## src/rtl/mips_pkg.sv

```systemverilog
// Shared types and default widths for the MIPS unified-memory arbiter.
// The optional program loader is enabled with MIPS_MEM_LOADER_EN.
package mips_pkg;

  localparam int MEM_ADDR_W = 10;
  localparam int MEM_DATA_W = 32;

  typedef enum logic [1:0] {
    ST_RUN,
    ST_DRAIN,
    ST_LOAD
  } arb_state_e;

  typedef enum logic [1:0] {
    TAG_NONE,
    TAG_IF,
    TAG_DM,
    TAG_LD
  } rd_tag_e;

endpackage

```

## src/rtl/mips_mem_arbiter_if.sv

```systemverilog
// Requester, loader and memory-port bundle for mips_mem_arbiter.
// Loader fields exist only when MIPS_MEM_LOADER_EN is defined.
interface mips_mem_arbiter_if #(
  parameter int ADDR_W = mips_pkg::MEM_ADDR_W,
  parameter int DATA_W = mips_pkg::MEM_DATA_W
);

  logic              if_req;
  logic [ADDR_W-1:0] if_addr;
  logic              if_gnt;
  logic              if_rvalid;
  logic [DATA_W-1:0] if_rdata;

  logic              dm_req;
  logic              dm_we;
  logic [ADDR_W-1:0] dm_addr;
  logic [DATA_W-1:0] dm_wdata;
  logic              dm_gnt;
  logic              dm_rvalid;
  logic [DATA_W-1:0] dm_rdata;

`ifdef MIPS_MEM_LOADER_EN
  logic              ld_req;
  logic              ld_we;
  logic [ADDR_W-1:0] ld_addr;
  logic [DATA_W-1:0] ld_wdata;
  logic              ld_gnt;
  logic              ld_rvalid;
  logic [DATA_W-1:0] ld_rdata;
`endif

  logic              ld_active;

  logic              mem_en;
  logic              mem_we;
  logic [ADDR_W-1:0] mem_addr;
  logic [DATA_W-1:0] mem_wdata;
  logic [DATA_W-1:0] mem_rdata;

`ifdef MIPS_MEM_LOADER_EN
  modport slave (
    input  if_req, if_addr,
    input  dm_req, dm_we, dm_addr, dm_wdata,
    input  ld_req, ld_we, ld_addr, ld_wdata,
    input  mem_rdata,
    output if_gnt, if_rvalid, if_rdata,
    output dm_gnt, dm_rvalid, dm_rdata,
    output ld_gnt, ld_rvalid, ld_rdata,
    output ld_active,
    output mem_en, mem_we, mem_addr, mem_wdata
  );

  modport master (
    output if_req, if_addr,
    output dm_req, dm_we, dm_addr, dm_wdata,
    output ld_req, ld_we, ld_addr, ld_wdata,
    output mem_rdata,
    input  if_gnt, if_rvalid, if_rdata,
    input  dm_gnt, dm_rvalid, dm_rdata,
    input  ld_gnt, ld_rvalid, ld_rdata,
    input  ld_active,
    input  mem_en, mem_we, mem_addr, mem_wdata
  );
`else
  modport slave (
    input  if_req, if_addr,
    input  dm_req, dm_we, dm_addr, dm_wdata,
    input  mem_rdata,
    output if_gnt, if_rvalid, if_rdata,
    output dm_gnt, dm_rvalid, dm_rdata,
    output ld_active,
    output mem_en, mem_we, mem_addr, mem_wdata
  );

  modport master (
    output if_req, if_addr,
    output dm_req, dm_we, dm_addr, dm_wdata,
    output mem_rdata,
    input  if_gnt, if_rvalid, if_rdata,
    input  dm_gnt, dm_rvalid, dm_rdata,
    input  ld_active,
    input  mem_en, mem_we, mem_addr, mem_wdata
  );
`endif

endinterface

```

## src/rtl/mips_starve_ctr.sv

```systemverilog
// Saturating 4-bit fetch-starvation counter with clear/increment
// and an at-max flag.
module mips_starve_ctr #(
  parameter int MAX = 3
) (
  input  logic clk,
  input  logic rst_n,
  input  logic clr,
  input  logic inc,
  output logic at_max
);

  logic [3:0] cnt_q;

  always_ff @(posedge clk or negedge rst_n) begin
    if (!rst_n) begin
      cnt_q <= '0;
    end else if (clr) begin
      cnt_q <= '0;
    end else if (inc && cnt_q != 4'(MAX)) begin
      cnt_q <= cnt_q + 4'd1;
    end
  end

  assign at_max = (cnt_q == 4'(MAX));

endmodule

```

## src/rtl/mips_mem_arbiter.sv

```systemverilog
// Unified-memory arbiter for fetch, MEM stage and an optional loader.
// Loader path, DRAIN/LOAD states enabled by MIPS_MEM_LOADER_EN.
module mips_mem_arbiter
  import mips_pkg::*;
#(
  parameter int ADDR_W     = MEM_ADDR_W,
  parameter int DATA_W     = MEM_DATA_W,
  parameter int STARVE_MAX = 3
) (
  input logic               clk,
  input logic               rst_n,
  mips_mem_arbiter_if.slave bus
);

  logic              run_arb;
  logic              cnt_hold;
  logic              at_max;
  logic              if_g;
  logic              dm_g;
  logic              en_c;
  logic              we_c;
  logic [ADDR_W-1:0] addr_c;
  logic [DATA_W-1:0] wdata_c;
  rd_tag_e           tag_q;
  rd_tag_e           tag_d;

`ifdef MIPS_MEM_LOADER_EN
  arb_state_e state_q;
  arb_state_e state_d;
  logic       ld_sel;
  logic       ld_g;

  always_ff @(posedge clk or negedge rst_n) begin
    if (!rst_n) begin
      state_q <= ST_RUN;
    end else begin
      state_q <= state_d;
    end
  end

  // The LOAD exit cycle (ld_req low) already arbitrates as RUN.
  always_comb begin
    state_d  = state_q;
    run_arb  = 1'b0;
    ld_sel   = 1'b0;
    cnt_hold = 1'b0;
    unique case (state_q)
      ST_RUN: begin
        run_arb = 1'b1;
        if (bus.ld_req) state_d = ST_DRAIN;
      end
      ST_DRAIN: state_d = ST_LOAD;
      ST_LOAD: begin
        if (bus.ld_req) begin
          ld_sel   = 1'b1;
          cnt_hold = 1'b1;
        end else begin
          run_arb = 1'b1;
          state_d = ST_RUN;
        end
      end
      default: state_d = ST_RUN;
    endcase
  end

  assign ld_g          = rst_n & ld_sel;
  assign bus.ld_gnt    = ld_g;
  assign bus.ld_active = ld_g;
  assign bus.ld_rvalid = (tag_q == TAG_LD);
  assign bus.ld_rdata  = bus.mem_rdata;
`else
  assign run_arb       = 1'b1;
  assign cnt_hold      = 1'b0;
  assign bus.ld_active = 1'b0;
`endif

  assign if_g = rst_n & run_arb & bus.if_req
              & (~bus.dm_req | at_max);
  assign dm_g = rst_n & run_arb & bus.dm_req & ~if_g;

  mips_starve_ctr #(
    .MAX (STARVE_MAX)
  ) u_starve (
    .clk    (clk),
    .rst_n  (rst_n),
    .clr    (~cnt_hold & (if_g | ~bus.if_req)),
    .inc    (~cnt_hold & bus.if_req & ~if_g),
    .at_max (at_max)
  );

  always_comb begin
    en_c    = 1'b0;
    we_c    = 1'b0;
    addr_c  = '0;
    wdata_c = '0;
    tag_d   = TAG_NONE;
    unique case (1'b1)
      if_g: begin
        en_c   = 1'b1;
        addr_c = bus.if_addr;
        tag_d  = TAG_IF;
      end
      dm_g: begin
        en_c    = 1'b1;
        we_c    = bus.dm_we;
        addr_c  = bus.dm_addr;
        wdata_c = bus.dm_wdata;
        tag_d   = bus.dm_we ? TAG_NONE : TAG_DM;
      end
`ifdef MIPS_MEM_LOADER_EN
      ld_g: begin
        en_c    = 1'b1;
        we_c    = bus.ld_we;
        addr_c  = bus.ld_addr;
        wdata_c = bus.ld_wdata;
        tag_d   = bus.ld_we ? TAG_NONE : TAG_LD;
      end
`endif
      default: ;
    endcase
  end

  always_ff @(posedge clk or negedge rst_n) begin
    if (!rst_n) begin
      tag_q <= TAG_NONE;
    end else begin
      tag_q <= tag_d;
    end
  end

  assign bus.if_gnt    = if_g;
  assign bus.dm_gnt    = dm_g;
  assign bus.mem_en    = en_c;
  assign bus.mem_we    = we_c;
  assign bus.mem_addr  = addr_c;
  assign bus.mem_wdata = wdata_c;

  assign bus.if_rvalid = (tag_q == TAG_IF);
  assign bus.dm_rvalid = (tag_q == TAG_DM);
  assign bus.if_rdata  = bus.mem_rdata;
  assign bus.dm_rdata  = bus.mem_rdata;

endmodule
```

## src/flat_wrapper.sv

```systemverilog
// flat-port wrapper written by rule: the top's interface ports become plain ports
module mips_mem_arbiter_flat import mips_pkg::*;
#(
  parameter int ADDR_W     = MEM_ADDR_W,
  parameter int DATA_W     = MEM_DATA_W,
  parameter int STARVE_MAX = 3
)
  (clk, rst_n, bus_if_req, bus_if_addr, bus_dm_req, bus_dm_we, bus_dm_addr, bus_dm_wdata, bus_mem_rdata, bus_if_gnt, bus_if_rvalid, bus_if_rdata, bus_dm_gnt, bus_dm_rvalid, bus_dm_rdata, bus_ld_active, bus_mem_en, bus_mem_we, bus_mem_addr, bus_mem_wdata);
  mips_mem_arbiter_if #(.ADDR_W(ADDR_W), .DATA_W(DATA_W)) bus_i ();
  input logic clk;
  input logic rst_n;
  input wire logic [$bits(bus_i.if_req)-1:0] bus_if_req;
  input wire logic [$bits(bus_i.if_addr)-1:0] bus_if_addr;
  input wire logic [$bits(bus_i.dm_req)-1:0] bus_dm_req;
  input wire logic [$bits(bus_i.dm_we)-1:0] bus_dm_we;
  input wire logic [$bits(bus_i.dm_addr)-1:0] bus_dm_addr;
  input wire logic [$bits(bus_i.dm_wdata)-1:0] bus_dm_wdata;
  input wire logic [$bits(bus_i.mem_rdata)-1:0] bus_mem_rdata;
  output wire logic [$bits(bus_i.if_gnt)-1:0] bus_if_gnt;
  output wire logic [$bits(bus_i.if_rvalid)-1:0] bus_if_rvalid;
  output wire logic [$bits(bus_i.if_rdata)-1:0] bus_if_rdata;
  output wire logic [$bits(bus_i.dm_gnt)-1:0] bus_dm_gnt;
  output wire logic [$bits(bus_i.dm_rvalid)-1:0] bus_dm_rvalid;
  output wire logic [$bits(bus_i.dm_rdata)-1:0] bus_dm_rdata;
  output wire logic [$bits(bus_i.ld_active)-1:0] bus_ld_active;
  output wire logic [$bits(bus_i.mem_en)-1:0] bus_mem_en;
  output wire logic [$bits(bus_i.mem_we)-1:0] bus_mem_we;
  output wire logic [$bits(bus_i.mem_addr)-1:0] bus_mem_addr;
  output wire logic [$bits(bus_i.mem_wdata)-1:0] bus_mem_wdata;
  assign bus_i.if_req = bus_if_req;
  assign bus_i.if_addr = bus_if_addr;
  assign bus_i.dm_req = bus_dm_req;
  assign bus_i.dm_we = bus_dm_we;
  assign bus_i.dm_addr = bus_dm_addr;
  assign bus_i.dm_wdata = bus_dm_wdata;
  assign bus_i.mem_rdata = bus_mem_rdata;
  assign bus_if_gnt = bus_i.if_gnt;
  assign bus_if_rvalid = bus_i.if_rvalid;
  assign bus_if_rdata = bus_i.if_rdata;
  assign bus_dm_gnt = bus_i.dm_gnt;
  assign bus_dm_rvalid = bus_i.dm_rvalid;
  assign bus_dm_rdata = bus_i.dm_rdata;
  assign bus_ld_active = bus_i.ld_active;
  assign bus_mem_en = bus_i.mem_en;
  assign bus_mem_we = bus_i.mem_we;
  assign bus_mem_addr = bus_i.mem_addr;
  assign bus_mem_wdata = bus_i.mem_wdata;
  mips_mem_arbiter #(.ADDR_W(ADDR_W), .DATA_W(DATA_W), .STARVE_MAX(STARVE_MAX)) u_core (.clk(clk), .rst_n(rst_n), .bus(bus_i));
endmodule
```

## config.mk

```make
export PLATFORM = sky130hd
export DESIGN_NAME = mips_mem_arbiter_flat
export DESIGN_NICKNAME = d
export VERILOG_FILES = /design/src/rtl/mips_pkg.sv /design/src/rtl/mips_mem_arbiter_if.sv /design/src/rtl/mips_starve_ctr.sv /design/src/rtl/mips_mem_arbiter.sv /design/src/flat_wrapper.sv
export SDC_FILE = /design/constraint.sdc
export NUM_CORES = 1
export LEC_CHECK = 0
export ABC_CLOCK_PERIOD_IN_PS = 2300
export CAP_MARGIN = 5
export CORE_MARGIN = 8
export CORE_UTILIZATION = 21
export DETAILED_ROUTE_END_ITERATION = 7
export PLACE_DENSITY = 0.76
export SETUP_SLACK_MARGIN = 0.3
export SLEW_MARGIN = 25
export SYNTH_ARGS = -nofsm -noshare
export SYNTH_HDL_FRONTEND = slang
export SYNTH_SLANG_ARGS = --single-unit
```

## constraint.sdc

```tcl
create_clock -name clk -period 2.3 [get_ports clk]
set_input_delay 0.46 -clock clk [delete_from_list [all_inputs] [get_ports clk]]
set_output_delay 0.46 -clock clk [all_outputs]
set_load 0.01 [all_outputs]
```

## After elaboration in Yosys (flattened, before gate mapping)

Index checks and enable logic that the tools add are counted.

| word-level totals | value |
|---|---|
| register bits | 6 |
| bits in latches | 0 |
| bits in writable memories | 0 |
| memory bits (read-only) | 0 |
| memories kept | 0 |

| cells by class | value |
|---|---|
| add/subtract/negate cells | 1 |
| $mul | 0 |
| divide/modulo/power cells | 0 |
| $lt $le $gt $ge | 0 |
| equality and inequality tests | 4 |
| shift operators | 0 |
| mux-type cells | 8 |
| bitwise operators | 10 |
| reductions and logical operators | 3 |

Operators with widths:

| kind | number |
|---|---|
| $mux W32 | 1 |
| $pmux W10 S2 | 1 |
| $mux W4 | 2 |
| $and A1 B1 Y1 | 5 |
| $add A4 B1 Y4 const B | 1 |
| $eq A4 B2 Y1 const B | 1 |
| $ne A4 B2 Y1 const B | 1 |
| $pmux W2 S2 | 1 |
| $not A1 Y1 | 3 |
| $eq A2 B1 Y1 const B | 1 |
| $eq A2 B2 Y1 const B | 1 |
| $mux W1 | 2 |
| $mux W2 | 1 |
| $or A1 B1 Y1 | 2 |
| $reduce_bool A2 Y1 | 1 |
| $reduce_or A2 Y1 | 1 |
| $logic_and A1 B1 Y1 | 1 |

## Logic depth before layout (Yosys ltp)

| logic depth | value |
|---|---|
| depth in word-level cells | 8 |
| gate-level depth with buffers | 5 |
| depth with buffers taken out | 4 |

## Modules after synthesis

Synthesis repeated with hierarchy kept, for this count alone.

| unflattened totals | value |
|---|---|
| cell total of the unflattened synthesis | 178 |
| area total of the unflattened synthesis | 1322.5 um^2 |

By module, submodules not included:

| module | times used | cells an instance | area each (um^2) | sequential area each (um^2) |
|---|---|---|---|---|
| mips_mem_arbiter | 1 | 158 | 1101.1 | 50.0 |
| mips_starve_ctr | 1 | 20 | 221.5 | 100.1 |

## Least setup slack after synthesis

No wires, ideal clock.

| timing path | value |
|---|---|
| path kind | register to output |
| start | register u_core.u_starve.cnt_q[0] |
| end | output bus_mem_wdata[22] |
| arrival time | 1453 ps |
| path slack | 387 ps |
| cell stages (with the launch flop) | 6 |
| path buffers | 1 |
| cell sequence | dfrtp_1 -> ha_1 -> nor3b_2 -> a21oi_2 -> buf_2 -> and2_1 |

| between the ends | value |
|---|---|
| longest elaborated chain between the ends | 6 |

Ends and longest elaborated chain:

| item | line | source |
|---|---|---|
| from (decl) | mips_starve_ctr.sv:13 | `logic [3:0] cnt_q;` |
| from (signal assigned) | mips_starve_ctr.sv:21 | `cnt_q <= cnt_q + 4'd1;` |
| $eq A4 B2 Y1 | mips_starve_ctr.sv:25 | `assign at_max = (cnt_q == 4'(MAX));` |
| $or A1 B1 Y1 | mips_mem_arbiter.sv:78 | `& (~bus.dm_req \| at_max);` |
| $and A1 B1 Y1 | mips_mem_arbiter.sv:78 |  |
| $not A1 Y1 | mips_mem_arbiter.sv:79 | `assign dm_g = rst_n & run_arb & bus.dm_req & ~if_g;` |
| $and A1 B1 Y1 | mips_mem_arbiter.sv:79 |  |
| net bus_dm_gnt | flat_wrapper.sv:22 | `output wire logic [$bits(bus_i.dm_gnt)-1:0] bus_dm_gnt;` |
| $mux W32 | mips_mem_arbiter.sv:97 | `unique case (1'b1)` |
| to (decl) | flat_wrapper.sv:29 | `output wire logic [$bits(bus_i.mem_wdata)-1:0] bus_mem_wdata;` |

The timed path passes the listed nets, and every way through them passes these cells.

## Worst setup path in the final report

| timing path | value |
|---|---|
| start | register u_core.u_starve.cnt_q[1] |
| end | output bus_mem_addr[3] |

| between the ends | value |
|---|---|
| longest elaborated chain between the ends | 6 |

Ends and longest elaborated chain:

| item | line | source |
|---|---|---|
| $eq A4 B2 Y1 * | mips_starve_ctr.sv:25 |  |
| $or A1 B1 Y1 * | mips_mem_arbiter.sv:78 |  |
| $and A1 B1 Y1 * | mips_mem_arbiter.sv:78 |  |
| $not A1 Y1 | mips_mem_arbiter.sv:79 |  |
| $and A1 B1 Y1 | mips_mem_arbiter.sv:79 |  |
| $pmux W10 S2 * | mips_mem_arbiter.sv:97 |  |
| to (decl) | flat_wrapper.sv:28 | `output wire logic [$bits(bus_i.mem_addr)-1:0] bus_mem_addr;` |

Mark *: on every way between the ends. The rest lies on a longest branch, timed or not.

==> out/results.ini <==
[routing]
initialDrtViolationCount=17
via_count=1120
wl_per_cell_um=16.91
routed_wl_um=4683
viasPerCell=4.043
drt_pre_antenna_iters=4
ant_nets=0
drt_drc_violations_left=0

[die]
die_area_mm2=0.008222
die_h_um=90.68
pin_count=202
die_w_um=90.68
start_util=0.2153
core_mm2=0.005439
placementRows=27

[timing]
fin_crit_ns=2.270
final_max_slew_viol_count=0
max_freq_mhz=440.5
fin_skew_ns=0.0007727
finalWorstSetupSlack_ns=0.02992
setup_viol=0
timing.hold.ws_ns=0.3316
rsz0062_at_grt=true
post-route-period-util=0.9870
hold_viol=0

[grt]
grt_pass1_wl_um=7251
grt_overflow=0
grt_pass1_vias=1327
track_usage=0.1102
antenna_found_initial=0
grt_max_degree=12

[worst_hold_path]
holdCritPathClass=in -> async

[logic_synthesis]
yosys_warnings=0
ys_top_cells_by_count=buf_4 (65), and2_1 (33), a22o_2 (9)
synth_top_cell_area_share=0.4167
synth_area_leader_cell=buf_4
netlist_area_mm2=0.001171
yosysMostFrequentCell=buf_4
syn_area_per_cell_um2=7.967
ys_types=26
synth-seq-cells=6
synth_cells=147
synthArstFlopShare=1.000
synth_edf_count=0
synth_ff_type=dfrtp_1
yosys-top-cells-area=buf_4 (42%), and2_1 (18%), dfrtp_1 (13%)
synth_nets=237
yosysSeqAreaShare=0.1282

[worst_setup_path]
r2r_cells=6
cp_cell_sequence=ha_4 -> or3b_4 -> a21oi_4 -> buf_12 -> buf_12 -> a22o_4 -> buf_6
reg2reg_to=u_core.tag_q[1]
path_buf_inv=3
cp_max_fo=9
crit_top_cell=buf_12
required_ns=1.84
arrival_ns=1.81
worstSetupPathType=reg -> out
slowest_stage=or3b_4
startpoint_type=register
end_kind=output port
ff2ff_setup_slack_ns=0.87
slowest_delay_ns=0.41
timing.rr.start=u_core.u_starve.cnt_q[1]
critPathTopFamily=simple AND/OR/NAND/NOR gates

[clocking]
cts_made_buffers=3
root_buffer=clkbuf_8
h-tree-depth=1
clockBufferDepth=2
cts_tree=yes
cts_sinks=6
insertion_delay_ns=0.22
clkSlewWorstSetupHoldPaths_ns=0.04

[place]
place_ws_ns=-0.2997
io_buffers=104
place_hpwl_um=3328
place_area_mm2=0.001876
place.gp.congestion=0.7183

[final_layout]
multi_input_comb_area_um2=611.8
fill_cells=561
synthToLayoutAreaGrowth_pct=83.23
layout.area.seq_um2=150.1
fin_util=0.3945
drive_gt1_frac=0.4683
final_area_mm2=0.002146
finalNetCount=297
antennaDiodeCount=0

[power_and_ir_drop]
p_per_area_mw_per_mm2=283.2
ir_worst_vdd_mv=0.1327
total_power_uw=607.8
leakagePower_uw=0.001011

[outcome]
status=complete, no violations

[job]
max-cap-violations=0

[cells by family after synthesis]
family / count (synthesis) / share of synthesized area
buf+inv: 71 / 0.4466
other cells: 1 / 0.003202
simple gates: 49 / 0.2639
mux: 1 / 0.008547
xor+xnor: 1 / 0.007480
fa+ha+maj: 1 / 0.01068
flops: 6 / 0.1282
compound gates: 17 / 0.1314
[worst reg2reg max path, stage by stage, from the launching register on]
cell and delay (ns):
dfrtp_1 0.38, ha_4 0.16, nor3b_4 0.25, a21oi_4 0.11, buf_6 0.15, buf_16 0.14
nor2b_1 0.13
[power by group]
part           internal, uW  switching (uW)  leakage (uW)
sequential              111            3.57     0.0000811
combinational           224             113      0.000908
clock                   112            43.8     0.0000216
[cells in the final DEF, fill, tap and decap left out]
master / n
dlygate4sd2_1: 5
conb_1: 1
buf_12: 3
buf_16: 4
buf_4: 10
o21a_1: 1
nand3b_1: 3
and2_1: 20
and3_1: 1
nor2b_1: 3
inv_1: 1
a22o_2: 2
a21oi_4: 2
nand2_1: 3
clkdlybuf4s50_1: 55
and2_4: 13
a22o_1: 1
xor2_1: 1
clkbuf_8: 3
nand2b_1: 1
a211oi_1: 1
mux2i_1: 1
nand3_1: 2
nand2_2: 1
dfrtp_1: 6
buf_6: 27
buf_2: 21
nor3b_4: 1
ha_4: 1
a21oi_1: 3
a22o_4: 7
or3b_4: 1
[timing repair]
action / 4_1_cts / 5_1_grt
endpoints found under the setup margin: 46 / 45
gates resized for setup: 209 / 28
buffers inserted: 7 / 1
gates cloned: 4 / 0
pin swaps: 5 / 8
hold buffers: 0 / 0
[registers in the layout, indices dropped and copies added, names as in the netlist]
name / cells
u_core.tag_q: 2
u_core.u_starve.cnt_q: 4
[stage by stage]
stage / instances / TNS, ns
6_report: 277 / 0
2_1_floorplan: 147 / 0
4_1_cts: 276 / 0
3_5_place_dp: 262 / -11.73
3_3_place_gp: 262 / -10.45
5_1_grt: 277 / -0.07022
[layer usage]
metal  track usage  share of wire
met5             0              0
met4       0.05964          0.024
met3       0.04406           0.11
met2        0.1998           0.54
met1        0.1035           0.33
[worst max-delay path by stage]
stage,startpoint,endpoint,slack [ns],depth (start not counted)
detailed placement,rst_n,bus_mem_addr[3],-0.30,6
CTS,u_core.u_starve.cnt_q[1],bus_mem_addr[3],0.03,7
global route,u_core.u_starve.cnt_q[1],bus_mem_addr[3],-0.02,7
floorplan,u_core.u_starve.cnt_q[0],bus_mem_wdata[22],0.39,5
global placement,rst_n,bus_mem_addr[3],-0.27,6
finish,u_core.u_starve.cnt_q[1],bus_mem_addr[3],0.03,7
[layout make-up]
| class | count | area share |
|---|---|---|
| tap | 72 | 0.04198 |
| timing repair buffer | 125 | 0.5819 |
| multi-input combinational | 70 | 0.2851 |
| clock buffer | 3 | 0.01924 |
| inverter | 1 | 0.001749 |
| sequential | 6 | 0.06997 |
Note: power is estimated with default switching activity, not from simulation.
